==> config.mk <==
export PLATFORM = sky130hd
export DESIGN_NAME = lift_seq
export DESIGN_NICKNAME = d
export VERILOG_FILES = /design/src/rtl/lift_pkg.sv /design/src/rtl/lift_alu.sv /design/src/rtl/lift_seq.sv
export SDC_FILE = /design/constraint.sdc
export NUM_CORES = 1
export LEC_CHECK = 0
export CORE_UTILIZATION = 57
export CTS_CLUSTER_DIAMETER = 150
export DETAILED_ROUTE_END_ITERATION = 10
export HOLD_SLACK_MARGIN = 0.08
export PLACE_DENSITY = 0.89
export SETUP_SLACK_MARGIN = 0.05
export SLEW_MARGIN = 20
export SYNTH_ARGS = -nofsm -noshare
export SYNTH_HDL_FRONTEND = slang
export SYNTH_SLANG_ARGS = --single-unit
==> constraint.sdc <==
create_clock -name clk -period 15.3 [get_ports clk]
set_clock_uncertainty 0.2 [all_clocks]
set_input_delay 2.295 -clock clk [delete_from_list [all_inputs] [get_ports clk]]
set_output_delay 2.295 -clock clk [all_outputs]
set_load 0.1 [all_outputs]
==> src/rtl/lift_pkg.sv <==
// Shared definitions for the lifting-step sequencer: pixel/address widths,
// FSM state encoding and the pass/direction selector values.
package lift_pkg;

   localparam int PIX_W  = 9;
   localparam int ADDR_W = 7;

   // Representable pixel range; used when the result is clamped.
   localparam int PIX_MAX = (1 << (PIX_W - 1)) - 1;
   localparam int PIX_MIN = -(1 << (PIX_W - 1));

   // pix_even_odd values
   localparam logic PASS_PREDICT = 1'b1;   // writes odd bank
   localparam logic PASS_UPDATE  = 1'b0;   // writes even bank

   // pix_fwd_inv values
   localparam logic DIR_FWD = 1'b1;
   localparam logic DIR_INV = 1'b0;

   // FSM state encoding
   localparam int STATE_W = 3;
   localparam logic [STATE_W-1:0] S_IDLE  = 3'd0;
   localparam logic [STATE_W-1:0] S_RD_L  = 3'd1;
   localparam logic [STATE_W-1:0] S_RD_R  = 3'd2;
   localparam logic [STATE_W-1:0] S_RD_C  = 3'd3;
   localparam logic [STATE_W-1:0] S_CAP_C = 3'd4;
   localparam logic [STATE_W-1:0] S_WR    = 3'd5;
   localparam logic [STATE_W-1:0] S_FIN   = 3'd6;

endpackage

==> src/rtl/lift_alu.sv <==
// Combinational lifting arithmetic for one sample.
//   predict: centre -/+ ((left + right) >>> 1)
//   update : centre +/- ((left + right + 2) >>> 2)
// The first sign is the forward transform, the second the inverse.
// Build option LIFT_SAT_EN: clamp the result to the 9-bit signed range
// instead of wrapping modulo 512.
module lift_alu
   import lift_pkg::*;
(
   input  logic [PIX_W-1:0] left,
   input  logic [PIX_W-1:0] right,
   input  logic [PIX_W-1:0] centre,
   input  logic             fwd_inv,
   input  logic             even_odd,
   output logic [PIX_W-1:0] result
);

   logic signed [PIX_W:0]   sum;      // neighbour sum, one guard bit
   logic signed [PIX_W+1:0] sum_rnd;  // extra bit so +2 rounding never wraps
   logic signed [PIX_W+1:0] delta;
   logic signed [PIX_W+1:0] ctr;
   logic signed [PIX_W+1:0] raw;
   logic                    sub;

   // Neighbour term, sign choice and final add at full precision
   always_comb begin
      sum     = (PIX_W+1)'($signed(left)) + (PIX_W+1)'($signed(right));
      sum_rnd = (PIX_W+2)'(sum) + $signed((PIX_W+2)'(2));
      if (even_odd == PASS_PREDICT) begin
         delta = (PIX_W+2)'(sum >>> 1);
      end else begin
         delta = sum_rnd >>> 2;
      end
      // forward predict and inverse update subtract; the other two add
      sub = ((even_odd == PASS_PREDICT) == (fwd_inv == DIR_FWD));
      ctr = (PIX_W+2)'($signed(centre));
      raw = sub ? (ctr - delta) : (ctr + delta);
   end

`ifdef LIFT_SAT_EN
   // Clamp to the representable pixel range
   always_comb begin
      if (int'(raw) > PIX_MAX) begin
         result = {1'b0, {(PIX_W-1){1'b1}}};
      end else if (int'(raw) < PIX_MIN) begin
         result = {1'b1, {(PIX_W-1){1'b0}}};
      end else begin
         result = raw[PIX_W-1:0];
      end
   end
`else
   // Two's complement wrap: keep the low pixel bits
   always_comb begin
      result = raw[PIX_W-1:0];
   end
`endif

endmodule

==> src/rtl/lift_seq.sv <==
// One in-place lifting pass over an even/odd pair of sample banks.
// Each sample takes five cycles: fetch left neighbour, fetch right
// neighbour, fetch centre, capture centre, write back.  RAM read data
// arrives one cycle after the address, so every fetch is captured in the
// state that follows it.  Edge samples use symmetric extension by clamping
// the neighbour address, so no address outside 0..ROW_HALF-1 is driven.
// Build option LIFT_SAT_EN (see lift_alu) selects saturating results.
module lift_seq
   import lift_pkg::*;
#(
   parameter int ROW_HALF = 64
)(
   input  logic              clk,
   input  logic              rst,
   input  logic              start,
   input  logic              pix_fwd_inv,
   input  logic              pix_even_odd,
   input  logic [PIX_W-1:0]  pix_dout_even,
   input  logic [PIX_W-1:0]  pix_dout_odd,
   output logic [ADDR_W-1:0] pix_addr_even,
   output logic [ADDR_W-1:0] pix_addr_odd,
   output logic [PIX_W-1:0]  pix_din_even,
   output logic [PIX_W-1:0]  pix_din_odd,
   output logic              pix_we_even,
   output logic              pix_we_odd,
   output logic [PIX_W-1:0]  pix_left,
   output logic [PIX_W-1:0]  pix_right,
   output logic              busy,
   output logic              done
);

   localparam logic [ADDR_W-1:0] LAST_IDX = ADDR_W'(ROW_HALF - 1);

   logic [STATE_W-1:0] state_q,  state_d;
   logic [ADDR_W-1:0]  i_q,      i_d;
   logic               fwd_q,    fwd_d;
   logic               eo_q,     eo_d;
   logic [ADDR_W-1:0]  addr_e_q, addr_e_d;
   logic [ADDR_W-1:0]  addr_o_q, addr_o_d;
   logic [PIX_W-1:0]   left_q,   left_d;
   logic [PIX_W-1:0]   right_q,  right_d;
   logic [PIX_W-1:0]   centre_q, centre_d;
   logic               busy_q,   busy_d;
   logic               done_q,   done_d;

   logic [PIX_W-1:0]   nb_dout;   // bank holding the neighbours
   logic [PIX_W-1:0]   ctr_dout;  // bank holding the centre (and the result)
   logic [PIX_W-1:0]   result;
   logic               wr_en;

   assign nb_dout  = (eo_q == PASS_PREDICT) ? pix_dout_even : pix_dout_odd;
   assign ctr_dout = (eo_q == PASS_PREDICT) ? pix_dout_odd  : pix_dout_even;

   lift_alu u_alu (
      .left     (left_q),
      .right    (right_q),
      .centre   (centre_q),
      .fwd_inv  (fwd_q),
      .even_odd (eo_q),
      .result   (result)
   );

   // Sequencing, capture and address generation for the next cycle
   always_comb begin
      state_d  = state_q;
      i_d      = i_q;
      fwd_d    = fwd_q;
      eo_d     = eo_q;
      addr_e_d = addr_e_q;
      addr_o_d = addr_o_q;
      left_d   = left_q;
      right_d  = right_q;
      centre_d = centre_q;
      done_d   = 1'b0;

      case (state_q)
         S_IDLE: begin
            if (start) begin
               state_d = S_RD_L;
               i_d     = '0;
               fwd_d   = pix_fwd_inv;
               eo_d    = pix_even_odd;
            end
         end
         S_RD_L:  state_d = S_RD_R;
         S_RD_R: begin
            left_d  = nb_dout;
            state_d = S_RD_C;
         end
         S_RD_C: begin
            right_d = nb_dout;
            state_d = S_CAP_C;
         end
         S_CAP_C: begin
            centre_d = ctr_dout;
            state_d  = S_WR;
         end
         S_WR: begin
            if (i_q != LAST_IDX) begin
               i_d     = i_q + 7'd1;
               state_d = S_RD_L;
            end else begin
               state_d = S_FIN;
            end
         end
         S_FIN: begin
            state_d = S_IDLE;
            done_d  = 1'b1;
         end
         default: state_d = S_IDLE;
      endcase

      // The address register for a read state is loaded on entry, so it
      // is present on the RAM pins for the whole state.  The centre address
      // is held through CAP_C and WR and doubles as the write address.
      case (state_d)
         S_RD_L: begin
            if (eo_d == PASS_PREDICT) addr_e_d = i_d;
            else                      addr_o_d = (i_d == '0) ? '0 : i_d - 7'd1;
         end
         S_RD_R: begin
            if (eo_d == PASS_PREDICT) addr_e_d = (i_d == LAST_IDX) ? i_d : i_d + 7'd1;
            else                      addr_o_d = i_d;
         end
         S_RD_C: begin
            if (eo_d == PASS_PREDICT) addr_o_d = i_d;
            else                      addr_e_d = i_d;
         end
         default: ;
      endcase

      busy_d = (state_d != S_IDLE);
   end

   // State and datapath registers, synchronous reset
   always_ff @(posedge clk) begin
      if (rst) begin
         state_q  <= S_IDLE;
         i_q      <= '0;
         fwd_q    <= 1'b0;
         eo_q     <= 1'b0;
         addr_e_q <= '0;
         addr_o_q <= '0;
         left_q   <= '0;
         right_q  <= '0;
         centre_q <= '0;
         busy_q   <= 1'b0;
         done_q   <= 1'b0;
      end else begin
         state_q  <= state_d;
         i_q      <= i_d;
         fwd_q    <= fwd_d;
         eo_q     <= eo_d;
         addr_e_q <= addr_e_d;
         addr_o_q <= addr_o_d;
         left_q   <= left_d;
         right_q  <= right_d;
         centre_q <= centre_d;
         busy_q   <= busy_d;
         done_q   <= done_d;
      end
   end

   // Write strobe is masked by rst so a reset landing in WR aborts that
   // sample's write instead of letting it complete on the reset edge.
   assign wr_en        = (state_q == S_WR) && !rst;
   assign pix_we_odd   = wr_en && (eo_q == PASS_PREDICT);
   assign pix_we_even  = wr_en && (eo_q == PASS_UPDATE);
   assign pix_din_odd  = pix_we_odd  ? result : '0;
   assign pix_din_even = pix_we_even ? result : '0;

   assign pix_addr_even = addr_e_q;
   assign pix_addr_odd  = addr_o_q;
   assign pix_left      = left_q;
   assign pix_right     = right_q;
   assign busy          = busy_q;
   assign done          = done_q;

endmodule

==> key figures <==
CTS
  • Hold-fix buffers at CTS: 0
  • TritonCTS clock tree: done
  • Post-CTS Repair Setup Buffers: 0
  • Later-pin clock latency in the skew report: just over 0.3 ns
  • CTS root buffer: clkbuf_8
  • Clock-pin slew on the worst setup and hold paths: ~0.1 ns
  • H-tree depth: 2
  • CTS sink cnt: 55
  • PostCTS Resize Cnt: 0
  • CTS Buffer Depth: 2
  • Inserted Clock Buffers: 5

STA
  • Hold Vio Cnt, Final: 0
  • RSZ-0062 raised after global routing: false
  • Max-slew headroom: 0.329
  • Setup_tns: 0 ns
  • Setup violations, final: 0
  • Minimum clock period: slightly below 9 ns
  • Min Hold Slack: between 0.2 and 0.3 ns
  • Final worst-path cycle share: 0.572
  • Worst slew pin tran: around 1 ns
  • Final worst slack: 6.55 ns
  • Fmax: 114 MHz
  • Slew Limit Fails: 0

Logic synthesis
  • Simple-gate share of the synthesized area: 0.239
  • Synthesized area: between 3000 and 4000 µm²
  • Post-synth EDFFs: 0
  • Main combinational cell family by area after synthesis: simple AND/OR/NAND/NOR gates
  • Compound-gate portion of the synthesized area: 0.228
  • Distinct cell type count after synthesis: 70
  • Synth Area per Inst: 7.91 µm²
  • Adder-cell area share of the yosys netlist: 0.0766
  • Multiplexer share of the synthesized area: 0.0766
  • Area contributors post-synth: dfxtp_1 28%, nor2_1 7.6%, mux2i_1 7.1%
  • Ys flop type: dfxtp_1
  • XOR/XNOR Fraction of Synth Area: 0.0531
  • Yosys warns: 0
  • Yosys top cell by area: dfxtp_1
  • Synth top area share: 0.278
  • Seq/Total Area, Yosys: 0.278
  • Top-count cell post-synth: nor2_1
  • #FFs+latches synth: 55
  • Syn nets: 546
  • Post-Syn Instances: 500
  • Top cells by count, synth: 80 x nor2_1, 55 x dfxtp_1, 29 x nand2_1
  • Async SR Flop Fraction: 0

Pwr
  • Worst IR drop on VDD: slightly above 0.08 mV
  • Static leakage: roughly 1.8 nW
  • Tot Pwr: around 0.45 mW
  • Sequential fraction of design power: 0.351
  • Internal: 0.259 mW
  • Clock network power share: 0.188
  • Sw Share: 0.428
  • Combinational power share: 0.461
  • Pwr Density: ~94 nW/µm²
  • Switching power: 0.194 mW

Min path
  • Hold path start: pix_addr_odd[3]
  • Hold Crit Endpoint: pix_addr_odd[3]
  • Hold Path Class: flip-flop to flip-flop
  • Hold path depth: 2

Status
  • Status: finished, final reports clean

Die
  • Chip Height: about 85 µm
  • Core area: 6530 µm²
  • # IOs: 77
  • Full die area: 7280 µm²
  • Die Width: ~85 µm
  • Starting density of the core: 0.606
  • # rows: 29

Global routing
  • Vias in the first global route: 3483
  • Pin count of the biggest net entering global routing: 56
  • First-pass GRT wire length: roughly 17000 µm
  • Gr usage total: 0.287
  • Initial antenna violation count: 0
  • GRT Residual Overflow: 0

Route
  • Met1 WL: 4920 µm
  • Routed WL: 10500 µm
  • Post-route ant nets: 0
  • Via Count: slightly below 4000
  • DRC: 0
  • Metal3 WL: ~640 µm
  • Routed wire per std cell: ~16 µm
  • Via density: 6.21
  • DR top layer: met4
  • DR pass1 iterations: 5
  • DR iter-0 viols: 299
  • WL met2: between 4000 and 5000 µm

Place
  • Worst slack at placement: between 6 and 7 ns
  • Input/output buffers: between 70 and 80
  • Placed Cells: 632
  • HPWL after DPL: 7960 µm
  • Routability Congestion: approximately 0.95
  • Placed inst area: between 4000 and 5000 µm²

Cells and area
  • Share of cells above drive strength 1: 0.0587
  • Area delta synth->final: 21.9%
  • Layout Cells excl Fill: 639
  • Nets@finish: 608
  • Fin area: ~4800 µm²
  • # diodes: 0
  • Final core utilization: 0.738

Setup path
  • Worst Setup Path Type: flip-flop to output pin
  • R2r endpoint: pix_addr_even[1]
  • Cells on worst reg2reg path: 9
  • CP Capture Type: output pin
  • Worst EP required: approximately 13 ns
  • Internal reg-to-reg setup slack: roughly 12 ns
  • Worst-path fanout max: 6
  • Startpoint Class: flip-flop
  • Critical path arrival: 6.26 ns
  • Critical Path Source: pix_left[1]
  • FF-to-FF Start: state_q[2]

Run
  • Max cap viols: 0
layout make-up:
type | instances | area, µm²
multi-input combinational | 398 | 2670
tap | 77 | 96.3
fill | 497 | 1710
inverter | 23 | 86.3
clock buffer | 6 | 82.6
timing repair buffer | 79 | 778
clock inverter | 1 | 8.76
sequential | 55 | 1100
critical path, cell delays in order (launching register included):
cell and delay, ns:
dfxtp_1 0.39, inv_1 0.08, fa_1 0.43, nand2b_1 0.26, and2_1 0.25, ha_1 0.25
xor2_1 0.17, mux2i_1 0.23, ha_1 0.25, nor2_1 0.07, xor2_1 0.15, ha_1 0.33
nor2b_1 0.14, o21ai_0 0.20, a21oi_1 0.11, o21ai_0 0.22, a21oi_1 0.11, or3_1 0.36
and3b_1 0.20, or3_2 0.42, a21oi_1 0.17, clkdlybuf4s50_1 1.16
per-layer routing:
layer	vias up	GRT usage
li1	1926	-
met1	1855	0.405
met2	173	0.463
met3	12	0.0311
met4	0	0.0833
met5	-	0
sequential cells by signal (all words and copies together) (netlist names):
register and cells:
busy 1, pix_addr_even 7, pix_right 9, i_q 7, pix_left 9, done 1
pix_addr_odd 7, eo_q 1, centre_q 9, state_q 3, fwd_q 1
kinds of logic after synthesis:
kind of cell | after synthesis
simple gates | 195
compound gates | 126
flops | 55
buf+inv | 47
mux | 30
xor+xnor | 24
fa+ha+maj | 23
worst max path at each step:
stage | to | slack (ns) | cells after the start
6_report | pix_din_even[8] | 6.55 | 21
3_3_place_gp | pix_din_even[8] | 7.12 | 21
5_1_grt | pix_din_even[8] | 6.19 | 21
3_5_place_dp | pix_din_even[8] | 6.97 | 21
2_1_floorplan | pix_din_even[8] | 6.35 | 20
4_1_cts | pix_din_even[8] | 6.61 | 21
power by group through the flow:
stage	clock [mW]	combinational (mW)	sequential (mW)
global placement	0	0.202	0.162
detailed placement	0	0.205	0.162
global route	0.0901	0.227	0.160
CTS	0.0860	0.207	0.159
floorplan	0	0.115	0.207
finish	0.0853	0.209	0.159
layout by cell type, fill, tap and decap left out, types with 10 or more instances in the layout:
| cell type | synthesis | layout |
|---|---|---|
| nand2b_1 | 10 | 10 |
| nor2_1 | 80 | 80 |
| dfxtp_1 | 55 | 55 |
| o21ai_0 | 21 | 21 |
| xor2_1 | 10 | 10 |
| xnor2_1 | 14 | 14 |
| a211oi_1 | 28 | 28 |
| nand3_1 | 11 | 11 |
| clkdlybuf4s50_1 | 0 | 75 |
| mux2i_1 | 28 | 28 |
| nor3_1 | 12 | 12 |
| a21oi_1 | 26 | 26 |
| inv_1 | 23 | 23 |
| ha_1 | 21 | 21 |
| nand2_1 | 29 | 29 |
No activity file was read; power rests on OpenSTA's default activity.
